`config.mk`:
```
export PLATFORM = sky130hd
export DESIGN_NAME = mem_bus_arb_flat
export DESIGN_NICKNAME = d
export VERILOG_FILES = /design/src/rtl/mem_bus_arb_if.sv /design/src/rtl/mem_bus_arb.sv /design/src/flat_wrapper.sv
export SDC_FILE = /design/constraint.sdc
export NUM_CORES = 1
export LEC_CHECK = 0
export ABC_CLOCK_PERIOD_IN_PS = 4800
export CAP_MARGIN = 40
export CORE_AREA = 2 2 126 128
export CTS_BUF_LIST = sky130_fd_sc_hd__clkbuf_8
export DETAILED_ROUTE_END_ITERATION = 16
export DIE_AREA = 0 0 128 130
export DONT_BUFFER_PORTS = 1
export PLACE_DENSITY = 0.61
export SLEW_MARGIN = 30
export SYNTH_ARGS = -nofsm -noshare
export SYNTH_HDL_FRONTEND = slang
export SYNTH_SLANG_ARGS = --single-unit
```
`constraint.sdc`:
```
create_clock -name clock -period 4.8 [get_ports clock]
set_clock_uncertainty 0.15 [all_clocks]
set_input_delay 0.48 -clock clock [delete_from_list [all_inputs] [get_ports clock]]
set_output_delay 0.48 -clock clock [all_outputs]
set_load 0.02 [all_outputs]
```
`src/rtl/mem_bus_arb_if.sv`:
```
// AXI4-Lite bus between the request arbiter (master) and the SoC interconnect (slave).
interface mem_bus_arb_if #(
  parameter int ADDR_W = 32,
  parameter int DATA_W = 32
);
  // write address channel
  logic                  awvalid;
  logic                  awready;
  logic [ADDR_W-1:0]     awaddr;
  logic [2:0]            awsize;
  // write data channel
  logic                  wvalid;
  logic                  wready;
  logic [DATA_W-1:0]     wdata;
  logic [DATA_W/8-1:0]   wstrb;
  // write response channel
  logic                  bvalid;
  logic                  bready;
  logic [1:0]            bresp;
  // read address channel
  logic                  arvalid;
  logic                  arready;
  logic [ADDR_W-1:0]     araddr;
  logic [2:0]            arsize;
  // read data channel
  logic                  rvalid;
  logic                  rready;
  logic [DATA_W-1:0]     rdata;
  logic [1:0]            rresp;

  modport master (
    output awvalid, awaddr, awsize,
    input  awready,
    output wvalid, wdata, wstrb,
    input  wready,
    input  bvalid, bresp,
    output bready,
    output arvalid, araddr, arsize,
    input  arready,
    input  rvalid, rdata, rresp,
    output rready
  );

  modport slave (
    input  awvalid, awaddr, awsize,
    output awready,
    input  wvalid, wdata, wstrb,
    output wready,
    output bvalid, bresp,
    input  bready,
    input  arvalid, araddr, arsize,
    output arready,
    output rvalid, rdata, rresp,
    input  rready
  );
endinterface

```
`src/rtl/mem_bus_arb.sv`:
```
// Serialises the core's fetch and load/store request ports onto one AXI4-Lite
// master port. One transaction in flight; LSU has fixed priority over IFU.
// Every output comes straight from a flop.
module mem_bus_arb #(
  parameter int ADDR_W = 32,
  parameter int DATA_W = 32
) (
  input  logic                clock,
  input  logic                reset,
  // instruction fetch client
  input  logic                ifu_reqValid,
  input  logic [ADDR_W-1:0]   ifu_addr,
  output logic                ifu_respValid,
  output logic [DATA_W-1:0]   ifu_rdata,
  // load/store client
  input  logic                lsu_reqValid,
  input  logic [ADDR_W-1:0]   lsu_addr,
  input  logic [1:0]          lsu_size,
  input  logic                lsu_wen,
  input  logic [DATA_W-1:0]   lsu_wdata,
  input  logic [DATA_W/8-1:0] lsu_wmask,
  output logic                lsu_respValid,
  output logic [DATA_W-1:0]   lsu_rdata,
  output logic                bus_err,
  // interconnect side
  mem_bus_arb_if.master       axi
);

  localparam logic [2:0] ST_IDLE    = 3'd0;
  localparam logic [2:0] ST_RD_REQ  = 3'd1;
  localparam logic [2:0] ST_RD_RESP = 3'd2;
  localparam logic [2:0] ST_WR_REQ  = 3'd3;
  localparam logic [2:0] ST_WR_RESP = 3'd4;

  localparam logic CLI_IFU = 1'b0;
  localparam logic CLI_LSU = 1'b1;

  // fetches are always full words
  localparam logic [2:0] FETCH_SIZE = 3'b010;

  logic [2:0]          state_reg,     state_next;

  // request latched at grant; client inputs are not looked at afterwards
  logic                cli_reg,       cli_next;
  logic [ADDR_W-1:0]   addr_reg,      addr_next;
  logic [2:0]          size_reg,      size_next;
  logic                wen_reg,       wen_next;
  logic [DATA_W-1:0]   wdata_reg,     wdata_next;
  logic [DATA_W/8-1:0] wmask_reg,     wmask_next;

  // AXI handshake state
  logic                arvalid_reg,   arvalid_next;
  logic                rready_reg,    rready_next;
  logic                awvalid_reg,   awvalid_next;
  logic                wvalid_reg,    wvalid_next;
  logic                bready_reg,    bready_next;
  logic                aw_done_reg,   aw_done_next;
  logic                w_done_reg,    w_done_next;

  // client-facing results
  logic                ifu_resp_reg,  ifu_resp_next;
  logic                lsu_resp_reg,  lsu_resp_next;
  logic [DATA_W-1:0]   ifu_rdata_reg, ifu_rdata_next;
  logic [DATA_W-1:0]   lsu_rdata_reg, lsu_rdata_next;
  logic                bus_err_reg,   bus_err_next;

  logic                aw_hs;
  logic                w_hs;
  logic                r_hs;
  logic                b_hs;

  assign aw_hs = awvalid_reg && axi.awready;
  assign w_hs  = wvalid_reg  && axi.wready;
  assign r_hs  = rready_reg  && axi.rvalid;
  assign b_hs  = bready_reg  && axi.bvalid;

  // Next-state: grant in IDLE, then walk the AXI channels of the granted request.
  always_comb begin
    state_next     = state_reg;
    cli_next       = cli_reg;
    addr_next      = addr_reg;
    size_next      = size_reg;
    wen_next       = wen_reg;
    wdata_next     = wdata_reg;
    wmask_next     = wmask_reg;
    arvalid_next   = arvalid_reg;
    rready_next    = rready_reg;
    awvalid_next   = awvalid_reg;
    wvalid_next    = wvalid_reg;
    bready_next    = bready_reg;
    aw_done_next   = aw_done_reg;
    w_done_next    = w_done_reg;
    ifu_rdata_next = ifu_rdata_reg;
    lsu_rdata_next = lsu_rdata_reg;
    // response strobes are pulses: low unless set below
    ifu_resp_next  = 1'b0;
    lsu_resp_next  = 1'b0;
    bus_err_next   = 1'b0;

    case (state_reg)
      ST_IDLE: begin
        if (lsu_reqValid) begin
          cli_next   = CLI_LSU;
          addr_next  = lsu_addr;
          size_next  = {1'b0, lsu_size};
          wen_next   = lsu_wen;
          wdata_next = lsu_wdata;
          wmask_next = lsu_wmask;
          if (lsu_wen) begin
            awvalid_next = 1'b1;
            wvalid_next  = 1'b1;
            aw_done_next = 1'b0;
            w_done_next  = 1'b0;
            state_next   = ST_WR_REQ;
          end else begin
            arvalid_next = 1'b1;
            state_next   = ST_RD_REQ;
          end
        end else if (ifu_reqValid) begin
          cli_next     = CLI_IFU;
          addr_next    = ifu_addr;
          size_next    = FETCH_SIZE;
          wen_next     = 1'b0;
          wdata_next   = '0;
          wmask_next   = '0;
          arvalid_next = 1'b1;
          state_next   = ST_RD_REQ;
        end
      end

      ST_RD_REQ: begin
        // araddr/arsize come from the latched request, so they stay stable
        if (axi.arready) begin
          arvalid_next = 1'b0;
          rready_next  = 1'b1;
          state_next   = ST_RD_RESP;
        end
      end

      ST_RD_RESP: begin
        if (r_hs) begin
          rready_next  = 1'b0;
          bus_err_next = (axi.rresp != 2'b00);
          if (cli_reg == CLI_LSU) begin
            lsu_rdata_next = axi.rdata;
            lsu_resp_next  = 1'b1;
          end else begin
            ifu_rdata_next = axi.rdata;
            ifu_resp_next  = 1'b1;
          end
          state_next = ST_IDLE;
        end
      end

      ST_WR_REQ: begin
        // AW and W complete independently, possibly in the same cycle
        if (aw_hs) begin
          awvalid_next = 1'b0;
        end
        if (w_hs) begin
          wvalid_next = 1'b0;
        end
        aw_done_next = aw_done_reg || aw_hs;
        w_done_next  = w_done_reg  || w_hs;
        if (aw_done_next && w_done_next) begin
          bready_next = 1'b1;
          state_next  = ST_WR_RESP;
        end
      end

      ST_WR_RESP: begin
        if (b_hs) begin
          bready_next   = 1'b0;
          lsu_resp_next = 1'b1;
          bus_err_next  = (axi.bresp != 2'b00);
          aw_done_next  = 1'b0;
          w_done_next   = 1'b0;
          state_next    = ST_IDLE;
        end
      end

      default: begin
        arvalid_next = 1'b0;
        rready_next  = 1'b0;
        awvalid_next = 1'b0;
        wvalid_next  = 1'b0;
        bready_next  = 1'b0;
        aw_done_next = 1'b0;
        w_done_next  = 1'b0;
        state_next   = ST_IDLE;
      end
    endcase
  end

  // FSM state and the latched request fields.
  always_ff @(posedge clock or negedge reset) begin
    if (!reset) begin
      state_reg <= ST_IDLE;
      cli_reg   <= CLI_IFU;
      addr_reg  <= '0;
      size_reg  <= '0;
      wen_reg   <= 1'b0;
      wdata_reg <= '0;
      wmask_reg <= '0;
    end else begin
      state_reg <= state_next;
      cli_reg   <= cli_next;
      addr_reg  <= addr_next;
      size_reg  <= size_next;
      wen_reg   <= wen_next;
      wdata_reg <= wdata_next;
      wmask_reg <= wmask_next;
    end
  end

  // AXI valid/ready flops and write-channel completion flags.
  always_ff @(posedge clock or negedge reset) begin
    if (!reset) begin
      arvalid_reg <= 1'b0;
      rready_reg  <= 1'b0;
      awvalid_reg <= 1'b0;
      wvalid_reg  <= 1'b0;
      bready_reg  <= 1'b0;
      aw_done_reg <= 1'b0;
      w_done_reg  <= 1'b0;
    end else begin
      arvalid_reg <= arvalid_next;
      rready_reg  <= rready_next;
      awvalid_reg <= awvalid_next;
      wvalid_reg  <= wvalid_next;
      bready_reg  <= bready_next;
      aw_done_reg <= aw_done_next;
      w_done_reg  <= w_done_next;
    end
  end

  // Client response pulses, per-client read data and the error flag.
  always_ff @(posedge clock or negedge reset) begin
    if (!reset) begin
      ifu_resp_reg  <= 1'b0;
      lsu_resp_reg  <= 1'b0;
      ifu_rdata_reg <= '0;
      lsu_rdata_reg <= '0;
      bus_err_reg   <= 1'b0;
    end else begin
      ifu_resp_reg  <= ifu_resp_next;
      lsu_resp_reg  <= lsu_resp_next;
      ifu_rdata_reg <= ifu_rdata_next;
      lsu_rdata_reg <= lsu_rdata_next;
      bus_err_reg   <= bus_err_next;
    end
  end

  assign ifu_respValid = ifu_resp_reg;
  assign ifu_rdata     = ifu_rdata_reg;
  assign lsu_respValid = lsu_resp_reg;
  assign lsu_rdata     = lsu_rdata_reg;
  assign bus_err       = bus_err_reg;

  assign axi.arvalid = arvalid_reg;
  assign axi.araddr  = addr_reg;
  assign axi.arsize  = size_reg;
  assign axi.rready  = rready_reg;
  assign axi.awvalid = awvalid_reg;
  assign axi.awaddr  = addr_reg;
  assign axi.awsize  = size_reg;
  assign axi.wvalid  = wvalid_reg;
  assign axi.wdata   = wdata_reg;
  assign axi.wstrb   = wmask_reg;
  assign axi.bready  = bready_reg;

endmodule

```
`src/flat_wrapper.sv`:
```
// flat-port wrapper written by rule: the top's interface ports become plain ports
module mem_bus_arb_flat 
#(
  parameter int ADDR_W = 32,
  parameter int DATA_W = 32
)
  (clock, reset, ifu_reqValid, ifu_addr, ifu_respValid, ifu_rdata, lsu_reqValid, lsu_addr, lsu_size, lsu_wen, lsu_wdata, lsu_wmask, lsu_respValid, lsu_rdata, bus_err, axi_awvalid, axi_awaddr, axi_awsize, axi_awready, axi_wvalid, axi_wdata, axi_wstrb, axi_wready, axi_bvalid, axi_bresp, axi_bready, axi_arvalid, axi_araddr, axi_arsize, axi_arready, axi_rvalid, axi_rdata, axi_rresp, axi_rready);
  mem_bus_arb_if #(.ADDR_W(ADDR_W), .DATA_W(DATA_W)) axi_i ();
  input  logic clock;
  input  logic reset;
  input  logic ifu_reqValid;
  input  logic [ADDR_W-1:0] ifu_addr;
  output logic ifu_respValid;
  output logic [DATA_W-1:0] ifu_rdata;
  input  logic lsu_reqValid;
  input  logic [ADDR_W-1:0] lsu_addr;
  input  logic [1:0] lsu_size;
  input  logic lsu_wen;
  input  logic [DATA_W-1:0] lsu_wdata;
  input  logic [DATA_W/8-1:0] lsu_wmask;
  output logic lsu_respValid;
  output logic [DATA_W-1:0] lsu_rdata;
  output logic bus_err;
  output wire logic [$bits(axi_i.awvalid)-1:0] axi_awvalid;
  output wire logic [$bits(axi_i.awaddr)-1:0] axi_awaddr;
  output wire logic [$bits(axi_i.awsize)-1:0] axi_awsize;
  input wire logic [$bits(axi_i.awready)-1:0] axi_awready;
  output wire logic [$bits(axi_i.wvalid)-1:0] axi_wvalid;
  output wire logic [$bits(axi_i.wdata)-1:0] axi_wdata;
  output wire logic [$bits(axi_i.wstrb)-1:0] axi_wstrb;
  input wire logic [$bits(axi_i.wready)-1:0] axi_wready;
  input wire logic [$bits(axi_i.bvalid)-1:0] axi_bvalid;
  input wire logic [$bits(axi_i.bresp)-1:0] axi_bresp;
  output wire logic [$bits(axi_i.bready)-1:0] axi_bready;
  output wire logic [$bits(axi_i.arvalid)-1:0] axi_arvalid;
  output wire logic [$bits(axi_i.araddr)-1:0] axi_araddr;
  output wire logic [$bits(axi_i.arsize)-1:0] axi_arsize;
  input wire logic [$bits(axi_i.arready)-1:0] axi_arready;
  input wire logic [$bits(axi_i.rvalid)-1:0] axi_rvalid;
  input wire logic [$bits(axi_i.rdata)-1:0] axi_rdata;
  input wire logic [$bits(axi_i.rresp)-1:0] axi_rresp;
  output wire logic [$bits(axi_i.rready)-1:0] axi_rready;
  assign axi_awvalid = axi_i.awvalid;
  assign axi_awaddr = axi_i.awaddr;
  assign axi_awsize = axi_i.awsize;
  assign axi_i.awready = axi_awready;
  assign axi_wvalid = axi_i.wvalid;
  assign axi_wdata = axi_i.wdata;
  assign axi_wstrb = axi_i.wstrb;
  assign axi_i.wready = axi_wready;
  assign axi_i.bvalid = axi_bvalid;
  assign axi_i.bresp = axi_bresp;
  assign axi_bready = axi_i.bready;
  assign axi_arvalid = axi_i.arvalid;
  assign axi_araddr = axi_i.araddr;
  assign axi_arsize = axi_i.arsize;
  assign axi_i.arready = axi_arready;
  assign axi_i.rvalid = axi_rvalid;
  assign axi_i.rdata = axi_rdata;
  assign axi_i.rresp = axi_rresp;
  assign axi_rready = axi_i.rready;
  mem_bus_arb #(.ADDR_W(ADDR_W), .DATA_W(DATA_W)) u_core (.clock(clock), .reset(reset), .ifu_reqValid(ifu_reqValid), .ifu_addr(ifu_addr), .ifu_respValid(ifu_respValid), .ifu_rdata(ifu_rdata), .lsu_reqValid(lsu_reqValid), .lsu_addr(lsu_addr), .lsu_size(lsu_size), .lsu_wen(lsu_wen), .lsu_wdata(lsu_wdata), .lsu_wmask(lsu_wmask), .lsu_respValid(lsu_respValid), .lsu_rdata(lsu_rdata), .bus_err(bus_err), .axi(axi_i));
endmodule
```
==> impl_metrics.py <==
metrics = {
    "critical_path": {
        "worstPathCellList": "nor4b_4 > buf_4 > buf_4 > a32oi_1 > o32ai_1",
        "slowest_delay_ps": 600,
        "crit_slowest_cell": "nor4b_4",
        "cp.required_ps": 4970,
        "endpoint_kind": "flop",
        "ff2ff_path_depth": 5,
        "path_class": "reg2reg",
        "cpMostUsedCell": "buf_4",
        "crit_path_max_fanout": 22,
        "worstPathArrival_ps": 2430,
        "start_kind": "flop",
    },
    "floorplanning": {
        "coreArea_um2": 15400,
        "dieHeight_um": 130,
        "die_area_um2": 16600,
        "io_pins": 326,
        "row_count": 46,
        "start_util": 0.409,
        "die_w_um": 128,
    },
    "yosys": {
        "syn_inst": 433,
        "synthesis.area_um2": 6300,
        "synth_edf_count": 0,
        "synthFlopType": "dfrtp_1",
        "yosysUniqueCellTypes": 39,
        "yosysSeqAreaShare": 0.587,
        "synth_top_area_frac": 0.587,
        "ys_seq_elements": 148,
        "postSynthAreaPerCell_um2": 14.6,
        "yosysTopAreaCell": "dfrtp_1",
        "synth_warnings": 0,
        "ys_top_cells_by_area": "dfrtp_1 (59%), mux2_2 (16%), mux2_1 (6.6%)",
        "ys_async_sr_fraction": 1.00,
    },
    "placed_design": {
        "io_buffers": 0,
        "hpwl_mm": 9.99,
        "routabilityCongestion": 0.703,
        "preCtsSetupSlack_ps": 2380,
    },
    "global_routing": {
        "use_met1": 0.174,
        "grt_pass1_vias": 3976,
        "met2_usage": 0.301,
        "grt.total_usage": 0.170,
        "grt_use_met3": 0.0894,
        "antenna_found_initial": 0,
        "grt_overflow_total": 0,
        "grt_start_max_net_pins": 149,
        "busiest_layer": "met2",
        "grt_pass1_wl_mm": 21.6,
    },
    "min_path": {
        "hp-class": "in2reg",
        "whs_path_depth": 1,
    },
    "final_layout": {
        "antenna_cells": 0,
        "nets": 609,
        "drive_above_1_share": 0.281,
        "area_growth_pct": 15.5,
        "fin_util": 0.472,
        "n_fill_cell": 1349,
    },
    "cts": {
        "cts_tree": "yes",
        "clk_pin_slew_ps": 90,
        "cts_max_path_buffers": 2,
        "postCtsSetupRepairBufs": 0,
        "root_buffer": "clkbuf_8",
        "cts_max_level": 4,
        "cts_buffers": 17,
        "clk_latency_ps": 430,
        "cts_num_sinks": 148,
    },
    "route": {
        "drt_first_pass_iters": 4,
        "detail_route.iter0.violations": 139,
        "routedWlPerCell_um": 22.0,
        "vias": 3667,
        "drt_wl_total_mm": 14.6,
        "ant_nets": 0,
        "vias_per_cell": 5.51,
        "drc_errors": 0,
    },
    "pwr": {
        "vdd_drop_max_v": 0.000361,
        "p_leak_nw": 3.23,
        "powerDensity_nw_per_um2": 728,
    },
    "run_status": {
        "status": "completed",
    },
    "sta": {
        "hold_slack_ps": 41.8,
        "maxSlewViolCount": 0,
        "layout_setup_ws_ps": 2550,
        "rsz0062_at_grt": "no",
        "setup_viol_count_final": 0,
        "timing.final.crit_period_ps": 2250,
        "slew_headroom": 0.497,
        "timing.final.crit_share": 0.469,
        "tightest_slew_ps": 754,
        "finalHoldViolCount": 0,
        "fin_setup_tns_ps": 0,
        "clock.fmax_mhz": 444,
    },
    "job": {
        "max-cap-violations": 0,
    },
}
## cell usage in the layout (no fill, tap or decap), types with 3 or more instances in the layout
cell,Yosys,routed
dlygate4sd3_1,0,65
nand3_1,4,4
a22o_1,38,38
clkbuf_8,0,18
mux2_2,91,91
nand2_1,4,4
inv_6,0,4
o21ai_0,3,3
a21o_1,3,3
buf_4,37,3
mux2_1,37,37
a21oi_1,3,3
inv_1,6,7
nor2_1,3,3
bufinv_16,0,3
dfrtp_1,148,148
## metal layers
metal	up-vias	part of all wire
li1	1577	-
met1	1861	0.34
met2	213	0.53
met3	16	0.11
met4	0	0.014
met5	-	0
## repair_timing
item,4_1_cts,5_1_grt
endpoints found under the hold margin,226,0
hold buffers,66,0
gates resized for setup,0,0
## where the power goes
part	internal [W]	switching, W
registers	0.00181	0.00142
logic	0.000632	0.000417
clock network	0.000535	0.000482
## cells in the mapped netlist (2+ instances only)
cell	count
dfrtp_1	148
mux2_2	91
a22o_1	38
buf_4	37
mux2_1	37
buf_2	10
clkbuf_1	8
buf_6	6
inv_1	6
nand2_1	4
nand3_1	4
a21o_1	3
a21oi_1	3
nor2_1	3
o21ai_0	3
a32o_1	2
nand2b_1	2
nand3b_1	2
nor2b_1	2
nor3_1	2
nor3b_1	2
o21a_1	2
o31ai_1	2
## cell type report
class	count	area (um^2)	share of cell area
flip-flops and latches	148	3700	0.508
multi-input cells	218	2170	0.298
repair buffers	70	728	0.100
clock buffers	18	248	0.0340
well taps	192	240	0.0330
clock inverters	14	174	0.0239
inverters	6	22.5	0.00309
## final timing paths
path / endpoint / slack, ps / startpoint
max: u_core.state_reg[1] / 2550 / u_core.state_reg[1]
min: u_core.lsu_rdata[6] / 40 / axi_rdata[6]
max reg2reg: u_core.state_reg[1] / 2550 / u_core.state_reg[1]
min reg2reg: u_core.aw_done_reg / 340 / u_core.aw_done_reg
max in group asynchronous: u_core.w_done_reg / 3350 / reset
min in group asynchronous: u_core.lsu_rdata[16] / 520 / reset
## cells by family after synthesis
kind of cell,count (synthesis),share of synthesized area
flip-flops,148,0.587
multiplexers,129,0.230
buffers and inverters,68,0.0718
AO/OA/AOI/OAI,60,0.0782
AND/OR/NAND/NOR,27,0.0318
other,1,0.000595
## metrics by stage
stage	instance area (um^2)	cells	power (W)
3_5_place_dp	6160	567	0.00423
5_1_grt	7280	666	0.00560
6_report	7280	666	0.00530
4_1_cts	7260	665	0.00534
2_1_floorplan	6310	434	0.00413
3_3_place_gp	6150	566	0.00415
## critical path: cells and delay by family, from the launching register on
kind	cells	cell delay (ps)
AO/OA/AOI/OAI	2	250
buffers and inverters	2	570
flip-flops	1	570
AND/OR/NAND/NOR	1	600
(Power assumes the default switching activity.)
